$ cat src/rtl/led_sched_pkg.sv
// Shared types and helpers for the LED bank VAL-bus scheduler.
// Holds the state encoding, default sizing and the round-robin pick.
package led_sched_pkg;

  localparam int NBANK_D = 4;
  localparam int W_D     = 4;
  localparam int DWELL_D = 8;
  localparam int GAP_D   = 1;

  localparam int MAXN = 8;
  localparam int IDXW = 3;

  typedef enum logic [1:0] {
    IDLE,
    HOLD,
    BLANK
  } state_t;

  typedef struct packed {
    logic            valid;
    logic [IDXW-1:0] idx;
  } pick_t;

  // First requester at or after ptr, wrapping modulo n.
  function automatic pick_t rr_pick(
    input logic [MAXN-1:0] req,
    input logic [IDXW-1:0] ptr,
    input int              n
  );
    pick_t p;
    int    k;
    p = '0;
    for (int i = 0; i < MAXN; i++) begin
      k = (int'(ptr) + i) % n;
      if (i < n && !p.valid && req[k[IDXW-1:0]]) begin
        p.valid = 1'b1;
        p.idx   = k[IDXW-1:0];
      end
    end
    return p;
  endfunction

endpackage

$ cat src/rtl/rr_arbiter.sv
// Round-robin pick over NBANK requesters with a registered pointer.
// The pointer moves past the winner whenever advance is pulsed.
import led_sched_pkg::*;

module rr_arbiter #(
  parameter int NBANK = NBANK_D
) (
  input  logic             clk,
  input  logic             rst,
  input  logic [NBANK-1:0] req,
  input  logic             advance,
  output logic [IDXW-1:0]  sel,
  output logic             valid,
  output logic [IDXW-1:0]  ptr
);

  logic [MAXN-1:0] req_x;
  pick_t           pick;

  assign req_x = MAXN'(req);
  assign pick  = rr_pick(req_x, ptr, NBANK);
  assign sel   = pick.idx;
  assign valid = pick.valid;

  always_ff @(posedge clk or posedge rst) begin
    if (rst) begin
      ptr <= '0;
    end else if (advance) begin
      ptr <= (sel == IDXW'(NBANK - 1)) ? '0 : sel + 1'b1;
    end
  end

endmodule

$ cat src/rtl/led_bank_sched.sv
// Time-multiplexes the shared VAL bus across LED banks: grant, dwell,
// blank, acknowledge. All outputs come straight from flops.
import led_sched_pkg::*;

module led_bank_sched #(
  parameter int NBANK = NBANK_D,
  parameter int W     = W_D,
  parameter int DWELL = DWELL_D,
  parameter int GAP   = GAP_D
) (
  input  logic               clk,
  input  logic               rst,
  input  logic               enable,
  input  logic [NBANK-1:0]   req,
  input  logic [NBANK*W-1:0] data,
  output logic [W-1:0]       val_out,
  output logic [NBANK-1:0]   bank_en,
  output logic [NBANK-1:0]   grant,
  output logic [NBANK-1:0]   ack,
  output logic               busy
);

  localparam int CW = (DWELL > 1) ? $clog2(DWELL) : 1;
  localparam int GW = (GAP > 0) ? $clog2(GAP + 1) : 1;

  state_t          state, state_d;
  logic [CW-1:0]   cnt, cnt_d;
  logic [GW-1:0]   gcnt, gcnt_d;
  logic [W-1:0]    val_d;
  logic [NBANK-1:0] en_d, ack_d, one;
  logic            busy_d;
  logic            adv, valid, held;
  logic [IDXW-1:0] sel, ptr;
  logic [W-1:0]    data_sel;

  rr_arbiter #(.NBANK(NBANK)) u_arb (
    .clk     (clk),
    .rst     (rst),
    .req     (req),
    .advance (adv),
    .sel     (sel),
    .valid   (valid),
    .ptr     (ptr)
  );

  assign data_sel = data[int'(sel)*W +: W];
  assign one      = NBANK'(1) << sel;
  assign held     = |(req & bank_en);
  assign grant    = bank_en;

  always_comb begin
    state_d = state;
    cnt_d   = cnt;
    gcnt_d  = gcnt;
    val_d   = val_out;
    en_d    = bank_en;
    ack_d   = '0;
    adv     = 1'b0;
    unique case (state)
      IDLE: begin
        if (enable && valid) begin
          state_d = HOLD;
          val_d   = data_sel;
          en_d    = one;
          cnt_d   = CW'(DWELL - 1);
          adv     = 1'b1;
        end
      end
      HOLD: begin
        if (!enable || !held || cnt == '0) begin
          // Only a completed dwell with the request still up is acked.
          if (enable && held) ack_d = bank_en;
          val_d   = '0;
          en_d    = '0;
          gcnt_d  = GW'(GAP > 0 ? GAP - 1 : 0);
          state_d = (GAP == 0) ? IDLE : BLANK;
        end else begin
          cnt_d = cnt - 1'b1;
        end
      end
      BLANK: begin
        if (gcnt == '0) state_d = IDLE;
        else gcnt_d = gcnt - 1'b1;
      end
      default: state_d = IDLE;
    endcase
    busy_d = (state_d != IDLE);
  end

  always_ff @(posedge clk or posedge rst) begin
    if (rst) begin
      state   <= IDLE;
      cnt     <= '0;
      gcnt    <= '0;
      val_out <= '0;
      bank_en <= '0;
      ack     <= '0;
      busy    <= 1'b0;
    end else begin
      state   <= state_d;
      cnt     <= cnt_d;
      gcnt    <= gcnt_d;
      val_out <= val_d;
      bank_en <= en_d;
      ack     <= ack_d;
      busy    <= busy_d;
    end
  end

endmodule

$ cat config.mk
export PLATFORM = sky130hd
export DESIGN_NAME = led_bank_sched
export DESIGN_NICKNAME = d
export VERILOG_FILES = /design/src/rtl/led_sched_pkg.sv /design/src/rtl/rr_arbiter.sv /design/src/rtl/led_bank_sched.sv
export SDC_FILE = /design/constraint.sdc
export NUM_CORES = 1
export LEC_CHECK = 0
export BUFFER_PORTS_ARGS = -buffer_cell sky130_fd_sc_hd__buf_4
export CORE_ASPECT_RATIO = 1.4
export CORE_MARGIN = 4
export CORE_UTILIZATION = 37
export CTS_BUF_LIST = sky130_fd_sc_hd__clkbuf_4 sky130_fd_sc_hd__clkbuf_8
export DETAILED_ROUTE_END_ITERATION = 6
export PLACE_DENSITY = 0.65
export SYNTH_ARGS = -nofsm -noshare
export SYNTH_HDL_FRONTEND = slang
export SYNTH_SLANG_ARGS = --single-unit
$ cat constraint.sdc
create_clock -name clk -period 2.9 [get_ports clk]
set_input_delay 0.29 -clock clk [delete_from_list [all_inputs] [get_ports clk]]
set_output_delay 0.29 -clock clk [all_outputs]
set_load 0.03 [all_outputs]
==> summary.md, run 1 <==
| Metric | Value |
|---|---|
| Vias in the first global route | `between 800 and 900` |
| Share of cells above drive strength 1 | `35.0%` |
| Clock latency on the worst-skew pair | `250 ps` |
| Max-Cap Viols | `0` |
| Synthesized instance count | `roughly 100` |
| Gr usage total | `13.3%` |
| Max Clock Freq | `463 MHz` |
| Pwr Total | `approximately 1.3 mW` |
| Die area | `3920 µm²` |
| Largest net degree at the start of global routing | `21` |
| Clock slew at reported path FFs | `70 ps` |
| P_leak | `0.756 nW` |
| First-pass GRT wire length | `3880 µm` |
| Cts bufs inserted | `3` |
| Clock tree root buffer cell | `clkbuf_8` |
| Net count reported at finish | `roughly 170` |
| Clock buffer depth | `2` |
| Hold Crit Class | `in2async` |
| Horiz. Die Dim | `roughly 54 µm` |
| Peak supply drop | `between 0.4 and 0.5 mV` |
| Post-CTS sizing | `0` |
| DRC viols | `0` |
| CTS tree | `yes` |
| H-tree Lvls | `1` |
| Ys Warns | `0` |
| Final setup viols | `0` |
| WS Path Type | `reg2reg` |
| Setup crit end kind | `flip-flop` |
| Via density | `5.16` |
| IO Count | `40` |
| Layout Cells excl Fill | `174` |
| Final Hold Viols | `0` |
| Flops & latches, synth | `20` |
| GP Congestion | `0.781` |
| Yosys cell types | `27` |
| Starting DRT DRC Count | `18` |
| Rows | `23` |
| Area Overhead vs Synth | `29.8%` |
| Max_slew headroom | `46.4%` |
| Post-CTS Hold Buffers | `0` |
| Sink Count | `20` |
| Minimum clock period | `2160 ps` |
| Mapped Nets | `133` |
| Final ANT Viol Nets | `0` |
| Status | `finished clean` |
| Via count | `898` |
| Fill count | `269` |
| PD cells | `approximately 900 nW/µm²` |
| Most frequent cells in the layout | `buf_4, dfrtp_1, and3_1, a211o_1, inv_1` |
| Post-placement cell count | `171` |
| Worst endpoint required time | `a little over 3000 ps` |
| Grt total ovfl | `0` |
| Core box area | `~2800 µm²` |
| TNS Setup | `0 ps` |
| Final period util | `74.5%` |
| IO Port Bufs | `39` |
| Pre-Repair DR Iteration Count | `4` |
| Setup bufs post-CTS | `0` |
| DPL Wire Length | `1950 µm` |
| Seq/Total Area, Yosys | `about 46%` |
| Worst Skew | `1.43 ps` |
| Worst Tran Pin Value | `801 ps` |
| Worst setup SP type | `flip-flop` |
| DR WL/cell | `approximately 14 µm` |
| DIE HEIGHT | `between 70 and 80 µm` |
| Critical Path Fanout Max | `12` |
| Unrepaired setup endpoints after global routing | `false` |
| Mapped Area | `1100 µm²` |
| Synth Area per Inst | `10.6 µm²` |
| WP data arrival | `roughly 2300 ps` |
| Most common cell after layout, fill and taps aside | `buf_4` |
| Pins over their slew limit | `0` |
| Initial antenna violation count | `0` |
| Starting Density | `38.6%` |
| Final wirelength | `2430 µm` |
| # diodes | `0` |
==> cell families (layout without fill, tap and decap cells) <==
family                     Yosys count  count (layout)  share of synthesized area (%)
DFF                                 20              20                           45.5
adders and majority gates            6               6                           6.83
and+or+nand+nor                     34              34                           18.1
buffers and inverters               16              49                           7.17
muxes                                3               3                           3.07
AOI/OAI and AO/OA                   25              25                           19.3
==> cell type report <==
class                   instances  area [µm²]  share of cell area [%]
multi-input cells              68         520                    36.5
inverters                       7        26.3                    1.84
clock buffers                   3        41.3                    2.89
repair buffers                 39         293                    20.5
flip-flops and latches         20         500                    35.1
well taps                      37        46.3                    3.24
==> per-stage QoR <==
stage | utilization (%) | area, µm² | hold slack (ps) | setup WS (ps)
floorplan | - | 1100 | 254 | 986
global placement | 48.7 | 1390 | 459 | 663
detailed placement | 48.7 | 1390 | 477 | 644
CTS | 50.1 | 1430 | 200 | 744
global route | 50.1 | 1430 | 248 | 685
finish | 50.1 | 1430 | 166 | 739
==> synthesized netlist by cell type, drive strengths merged <==
cell type / number / area share, %
a22o: 4 / 3.2
inv: 7 / 2.4
nand2: 4 / 1.4
nand2b: 1 / 0.57
dfrtp: 20 / 46
o32a: 1 / 0.91
a21bo: 1 / 0.91
a32o: 4 / 3.6
nand3b: 1 / 0.68
buf: 7 / 4.1
or4b: 1 / 0.91
a21boi: 3 / 2.0
or4: 2 / 1.5
a22oi: 2 / 1.4
clkbuf: 2 / 0.68
nor2b: 6 / 3.4
nor2: 5 / 1.7
and2: 4 / 2.3
a211o: 8 / 6.4
a21oi: 2 / 0.91
ha: 6 / 6.8
mux2: 3 / 3.1
nand3: 1 / 0.45
and3: 9 / 5.2
==> path summary, 6_finish.rpt <==
path	from	to	slack (ps)	cells after the start
worst max-delay path	u_arb.ptr[1]	u_arb.ptr[1]	740	4
max in group asynchronous	rst	val_out[2]	2270	2
min in group clk	enable	busy	350	3
worst min register to register	val_out[2]	val_out[2]	510	1
worst min-delay path	rst	ack[1]	170	2
worst max register to register	u_arb.ptr[1]	u_arb.ptr[1]	740	4
==> where the power goes <==
part           switching [mW]  total (mW)  leakage (nW)  internal [mW]
sequential             0.0734       0.436         0.248          0.363
clock                  0.0822       0.174        0.0216         0.0922
combinational           0.394       0.675         0.486          0.281
==> state kept, by name (all words and copies together), names as in the netlist <==
signal / cells
busy: 1
u_arb.ptr: 2
cnt: 3
ack: 4
bank_en: 4
state: 2
val_out: 4
==> metal layers <==
layer | track usage (%) | part of all wire (%)
met1 | 16.3 | 42
met2 | 22.6 | 49
met3 | 3.08 | 8.3
met4 | 4.16 | 0.33
met5 | 0 | 0
==> worst max-delay path, stage by stage, from the launching register on <==
cell and delay, ps:
dfrtp_1 420, or4_1 680, nand2_1 400, ha_1 300, mux2_2 250
Note: power is estimated with default switching activity, not from simulation.
==> run 2: changes to the inputs <==
- PLACE_DENSITY: 0.65 -> 0.67
- clock period: 2.9 -> 1.78 ns (I/O delays scaled with it)
==> run 2 against run 1 <==
Effect of this change: the run now ends with setup timing left; non-clock buffer count increased by 16; sequential share of layout area decreased by 4.5 points; sequential power rose by 58%; utilization rose by 7.3 points; count of clock-buffer cells in the layout did not move; clock skew is 2.7 ps higher; combinational power up 120%.
==> summary.md, run 2 (synthesis gave the netlist of run 1 again) <==
| Metric | Value |
|---|---|
| Core box area | `2850 µm² (unchanged)` |
| Final Hold Viols | `0 (unchanged)` |
| Final worst-path setup slack | `-7.79 ps (-747 ps)` |
| Dpl ws | `-225 ps (-869 ps)` |
| Minimum clock period | `1790 ps (-373 ps)` |
| # diodes | `0 (unchanged)` |
| Clock tree root buffer cell | `clkbuf_8` |
| Post-placement cell count | `186 (+8.8%)` |
| Vias in the first global route | `1112 (+28%)` |
| Gr busiest metal | `met2` |
| Most frequent cells in the layout | `buf_4, dfrtp_1, a211o_1` |
| Flop pwr share | `28.0% (-5.9 points)` |
| Switching Fraction | `41.6% (-1.1 points)` |
| Final setup viols | `2 (+2)` |
| DPL Wire Length | `2230 µm (+14%)` |
| Pins over their slew limit | `0 (unchanged)` |
| Max_slew headroom | `48.9% (+2.5 points)` |
| GR Layer Usage met3 | `3.08% (unchanged)` |
| Met1 Resource Use GR | `17.2% (+0.90 points)` |
| Largest net degree at the start of global routing | `21 (unchanged)` |
| Fill count | `244 (-9.3%)` |
| Via count | `1024 (+14%)` |
| WP data arrival | `1940 ps (-360 ps)` |
| Initial antenna violation count | `0 (unchanged)` |
| IO Port Bufs | `39 (unchanged)` |
| Final period util | `100% (+26 points)` |
| GP Congestion | `0.790 (+1.2%)` |
| DR WL/cell | `16.2 µm (+16%)` |
| Area Overhead vs Synth | `48.8%` |
| Register area | `500 µm² (unchanged)` |
| Rows | `23 (unchanged)` |
| Unrepaired setup endpoints after global routing | `true` |
| Worst Tran Pin Value | `766 ps (-34.9 ps)` |
| Worst R2R Path Depth | `5 (+1)` |
| Cell internal pwr | `1.43 mW (+94%)` |
| H-tree Lvls | `1 (unchanged)` |
| Grt total ovfl | `0 (unchanged)` |
| Largest regs | `ack x4, bank_en x4, val_out x4` |
| Sink Count | `20 (unchanged)` |
| Net count reported at finish | `186 (+11%)` |
| CTS tree | `yes` |
| DRC viols | `0 (unchanged)` |
| IO Count | `40 (unchanged)` |
| Worst Skew | `4.16 ps (+2.73 ps)` |
| Die area | `3920 µm² (unchanged)` |
| Via density | `5.33 (+3.3%)` |
| Failing checks | `setup timing` |
| Max-Cap Viols | `0 (unchanged)` |
| Post-CTS Hold Buffers | `0 (unchanged)` |
| Combinational Power Share | `60.0% (+7.5 points)` |
| Starting Density | `38.6% (unchanged)` |
| Hold Crit Class | `in2async` |
| Pre-Repair DR Iteration Count | `4 (unchanged)` |
| Cts bufs inserted | `3 (unchanged)` |
| Max Clock Freq | `559 MHz (+21%)` |
| Setup crit end kind | `flip-flop` |
| P_leak | `0.849 nW (+12%)` |
| Hold_ws | `61.9 ps (-104 ps)` |
| Clock slew at reported path FFs | `70 ps (about the same)` |
| Starting DRT DRC Count | `26 (+8)` |
| Worst endpoint required time | `1930 ps (-1110 ps)` |
| Status | `complete, but fails checks` |
| Clock latency on the worst-skew pair | `250 ps (about the same)` |
| Share of cells above drive strength 1 | `49.7% (+15 points)` |
| First-pass GRT wire length | `4740 µm (+22%)` |
| Final ANT Viol Nets | `0 (unchanged)` |
| Worst r2r src | `u_arb.ptr[0]` |
| Reg2reg setup slack | `-8 ps (-750 ps)` |
| Most common cell after layout, fill and taps aside | `buf_4` |
| Critical Path Fanout Max | `5 (-7)` |
| PD cells | `1500 nW/µm² (+66%)` |
| Final wirelength | `3120 µm (+28%)` |
| Worst setup SP type | `flip-flop` |
| NetSw | `1.02 mW (+85%)` |
| Multi-input combinational cell area | `602 µm² (+16%)` |
| Clock buffer depth | `2 (unchanged)` |
| Met2 GRT Util | `31.0% (+8.4 points)` |
| Peak supply drop | `0.849 mV (+97%)` |
| Clock share of power | `12.0% (-1.6 points)` |
| WS Path Type | `reg2reg` |
| DIE HEIGHT | `72.5 µm (unchanged)` |
| Horiz. Die Dim | `54.1 µm (unchanged)` |
| Gr usage total | `16.4% (+3.1 points)` |
| Layout Cells excl Fill | `192 (+10%)` |
| Reg2Reg Capture Point | `val_out[1]` |
run 2: cell types whose count changed in the layout (fill, tap and decap cells not counted), moves of 2 or more:
cell     previous run  this run
buf_4              39        53
and3_4              0         5
and3_1              8         4
buf_6               0         2
nor2b_1             6         4
nor2b_2             0         2
or4_4               0         2
or4b_4              0         2
run 2: power by group through the flow:
stage                     clock network, mW  logic (mW)  registers [mW]
after floorplan                           0       0.720           0.853
after global placement                    0        1.30           0.677
after detailed placement                  0        1.34           0.682
after CTS                             0.301        1.40           0.678
after global routing                  0.317        1.56           0.702
final                                 0.294        1.47           0.687
run 2: layout make-up:
cell class	instances	area share, %
timing repair buffer	55	25.7
inverter	7	1.61
tap	37	2.83
clock buffer	3	2.52
multi-input combinational	70	36.8
sequential	20	30.6
run 2: worst max-delay path by stage:
stage                       from    endpoint  slack, ps  cells after the start
floorplan           u_arb.ptr[0]  val_out[3]          8                      6
global placement          req[2]  val_out[3]       -150                      6
detailed placement        req[2]  val_out[3]       -230                      6
CTS                 u_arb.ptr[0]  val_out[1]        -20                      5
global route        u_arb.ptr[0]  val_out[2]        -40                      7
finish              u_arb.ptr[0]  val_out[1]         -8                      5
run 2: through the flow:
step	total power [mW]	instance area, µm²	utilization [%]	TNS, ps
2_1_floorplan	1.57	1130	-	0
3_3_place_gp	1.98	1510	53.1	-991
3_5_place_dp	2.03	1510	53.1	-1500
4_1_cts	2.38	1590	55.9	-41.7
5_1_grt	2.58	1640	57.4	-108
6_report	2.45	1640	57.4	-9.03
run 2: what timing repair did:
item / 4_1_cts / 5_1_grt
cloned: 1 / 1
pin swaps: 5 / 5
gates resized for setup: 7 / 9
endpoints found under the setup margin: 7 / 5
endpoints found under the hold margin: 0 / 0
buffers inserted: 0 / 1
run 2: critical path: stages (launching register included):
cell	delay [ps]
dfrtp_1	400
nor2b_2	80
or4b_4	530
and3_1	210
a211o_1	220
a32o_1	250
run 2: routing by layer:
metal	up-vias	routed length, µm
li1	486	-
met3	2	237
met5	-	0
met4	0	17
met1	492	1210
met2	44	1660
==> run 3: changes to the inputs <==
- PLACE_DENSITY: 0.67 -> 0.65
- clock period: 1.78 -> 1.7 ns (I/O delays scaled with it)
==> run 3 against run 2 <==
Effect of this change: the flow still finishes with violations (setup timing); worst setup slack worse by 100 ps; combinational power is 15% higher; design area up 5.7%; critical path type unchanged; highest routed layer unchanged.
==> summary.md, run 3 (synthesis gave the netlist of run 1 again) <==
| Metric | Value |
|---|---|
| Post-placement cell count | `184 (-1.1%)` |
| Clock buffer depth | `2 (unchanged)` |
| Gr busiest metal | `met2` |
| Fill count | `248 (+1.6%)` |
| Minimum clock period | `1810 ps (+24.5 ps)` |
| Cell internal pwr | `1.64 mW (+14%)` |
| Final setup viols | `5 (+3)` |
| Max_slew headroom | `73.1% (+24 points)` |
| Final Hold Viols | `0 (unchanged)` |
| WS Path Type | `reg2reg` |
| Critical Path Fanout Max | `4 (-1)` |
| Worst Tran Pin Value | `402 ps (-363 ps)` |
| Clock slew at reported path FFs | `80 ps (about the same)` |
| Gr usage total | `17.4% (+0.99 points)` |
| First-pass GRT wire length | `5070 µm (+7.0%)` |
| Hold Crit Class | `in2reg` |
| P_leak | `0.866 nW (+2.0%)` |
| Pwr Total | `2.77 mW (+13%)` |
| Final period util | `107% (+6.2 points)` |
| Rows | `23 (unchanged)` |
| Core box area | `2850 µm² (unchanged)` |
| DIE HEIGHT | `72.5 µm (unchanged)` |
| Worst setup SP type | `flip-flop` |
| Crit path largest cell delay | `540 ps (about the same)` |
| Max Clock Freq | `552 MHz (-1.4%)` |
| Met2 GRT Util | `32.1% (+1.1 points)` |
| Final wirelength | `3080 µm (-1.1%)` |
| Initial antenna violation count | `0 (unchanged)` |
| Peak supply drop | `0.857 mV (+0.97%)` |
| Net count reported at finish | `187 (+0.54%)` |
| Unrepaired setup endpoints after global routing | `true` |
| Worst Skew | `2.27 ps (-1.89 ps)` |
| Register area | `500 µm² (unchanged)` |
| Status | `complete, but fails checks` |
| Vias in the first global route | `1126 (+1.3%)` |
| WP data arrival | `1960 ps (+20 ps)` |
| Most common cell after layout, fill and taps aside | `buf_4` |
| Area Overhead vs Synth | `57.2%` |
| Horiz. Die Dim | `54.1 µm (unchanged)` |
| Final worst-path setup slack | `-112 ps (-104 ps)` |
| CTS tree | `yes` |
| DRC viols | `0 (unchanged)` |
| DR WL/cell | `15.9 µm (-2.1%)` |
| IO Count | `40 (unchanged)` |
| Dpl ws | `-247 ps (-21.6 ps)` |
| Pins over their slew limit | `0 (unchanged)` |
| Most frequent cells in the layout | `buf_4, dfrtp_1, and3_4, a211o_1` |
| Layout Cells excl Fill | `194 (+1.0%)` |
| Largest net degree at the start of global routing | `21 (unchanged)` |
| Clock latency on the worst-skew pair | `250 ps (about the same)` |
| Starting Density | `38.6% (unchanged)` |
| Critical-path top delay cell | `or4b_4` |
| Share of cells above drive strength 1 | `56.1% (+6.4 points)` |
| Grt total ovfl | `0 (unchanged)` |
| Max-Cap Viols | `0 (unchanged)` |
| Hold_ws | `214 ps (+152 ps)` |
| GP Congestion | `0.816 (+3.3%)` |
| Sink Count | `20 (unchanged)` |
| Die area | `3920 µm² (unchanged)` |
| Flop pwr share | `25.9% (-2.1 points)` |
| Final ANT Viol Nets | `0 (unchanged)` |
| Clock tree root buffer cell | `clkbuf_8` |
| Pre-Repair DR Iteration Count | `4 (unchanged)` |
| DPL Wire Length | `2200 µm (-1.5%)` |
| Via density | `5.39 (+1.0%)` |
| H-tree Lvls | `1 (unchanged)` |
| Via count | `1045 (+2.1%)` |
| Met1 Resource Use GR | `19.5% (+2.3 points)` |
| Switching Fraction | `40.9% (-0.75 points)` |
| PD cells | `1600 nW/µm² (+7.0%)` |
| NetSw | `1.13 mW (+11%)` |
| # diodes | `0 (unchanged)` |
| Starting DRT DRC Count | `25 (-3.8%)` |
| IO Port Bufs | `39 (unchanged)` |
| Failing checks | `setup timing` |
| Largest regs | `ack x4, bank_en x4, val_out x4` |
| Clock share of power | `13.2% (+1.2 points)` |
| Setup crit end kind | `flip-flop` |
| Combinational Power Share | `61.0% (+1.0 points)` |
| CP cell instances | `nor2b_2 -> or4b_4 -> and3_4 -> a211o_1 -> a32o_1` |
| Cts bufs inserted | `3 (unchanged)` |
| Multi-input combinational cell area | `661 µm² (+9.8%)` |
| GR Layer Usage met3 | `3.29% (+0.21 points)` |
| Worst endpoint required time | `1850 ps (-80 ps)` |
==> run 3: changes by cell type in the layout (fill, tap and decap cells not counted), sizes merged <==
cell / before / now
clkbuf: 3 / 4
dlygate4sd3: 0 / 1
==> run 3: worst max-delay path, delay by kind of cell (launching register included) <==
family | cells | cell delay (ps)
DFF | 1 | 400
AOI/OAI and AO/OA | 2 | 480
and+or+nand+nor | 3 | 830
==> run 3: cell type report <==
cell class	count	area share [%]
clock buffer	4	3.18
multi-input combinational	70	38.2
tap	37	2.68
sequential	20	28.9
inverter	7	1.66
timing repair buffer	56	25.3
==> run 3: power groups by stage <==
stage / Combinational [mW] / Clock, mW / Sequential (mW)
finish: 1.69 / 0.365 / 0.716
global route: 1.81 / 0.396 / 0.735
CTS: 1.59 / 0.369 / 0.709
detailed placement: 1.42 / 0 / 0.709
global placement: 1.40 / 0 / 0.703
floorplan: 0.769 / 0 / 0.894
==> run 3: final timing paths <==
kind                         startpoint    endpoint  slack [ps]  cells after the start
max in group asynchronous           rst      ack[1]         990                      4
setup reg to reg           u_arb.ptr[0]  val_out[2]        -110                      5
hold reg to reg              val_out[3]  val_out[3]         510                      1
min in group asynchronous           rst    state[0]         500                      4
hold / removal                   enable        busy         210                      3
setup / recovery           u_arb.ptr[0]  val_out[2]        -110                      5
==> run 3: timing repair <==
action | 4_1_cts | 5_1_grt
endpoints found under the setup margin | 10 | 12
setup buffers | 2 | 1
resized for setup | 15 | 16
cloned | 2 | 0
pin swaps | 9 | 13
hold buffers | 1 | 0
hold endpoints to repair | 20 | 0
==> run 3: routing by layer <==
layer / up-vias / routed length (µm)
li1: 484 / -
met1: 518 / 1170
met2: 41 / 1730
met3: 2 / 164
met4: 0 / 17
met5: - / 0
==> run 3: per-stage QoR <==
step	setup TNS, ps	utilization (%)	instance area, µm²
global route	-719	60.7	1730
CTS	-253	58.4	1660
detailed placement	-2000	52.7	1500
global placement	-1750	52.7	1500
finish	-414	60.7	1730
floorplan	-368	-	1130
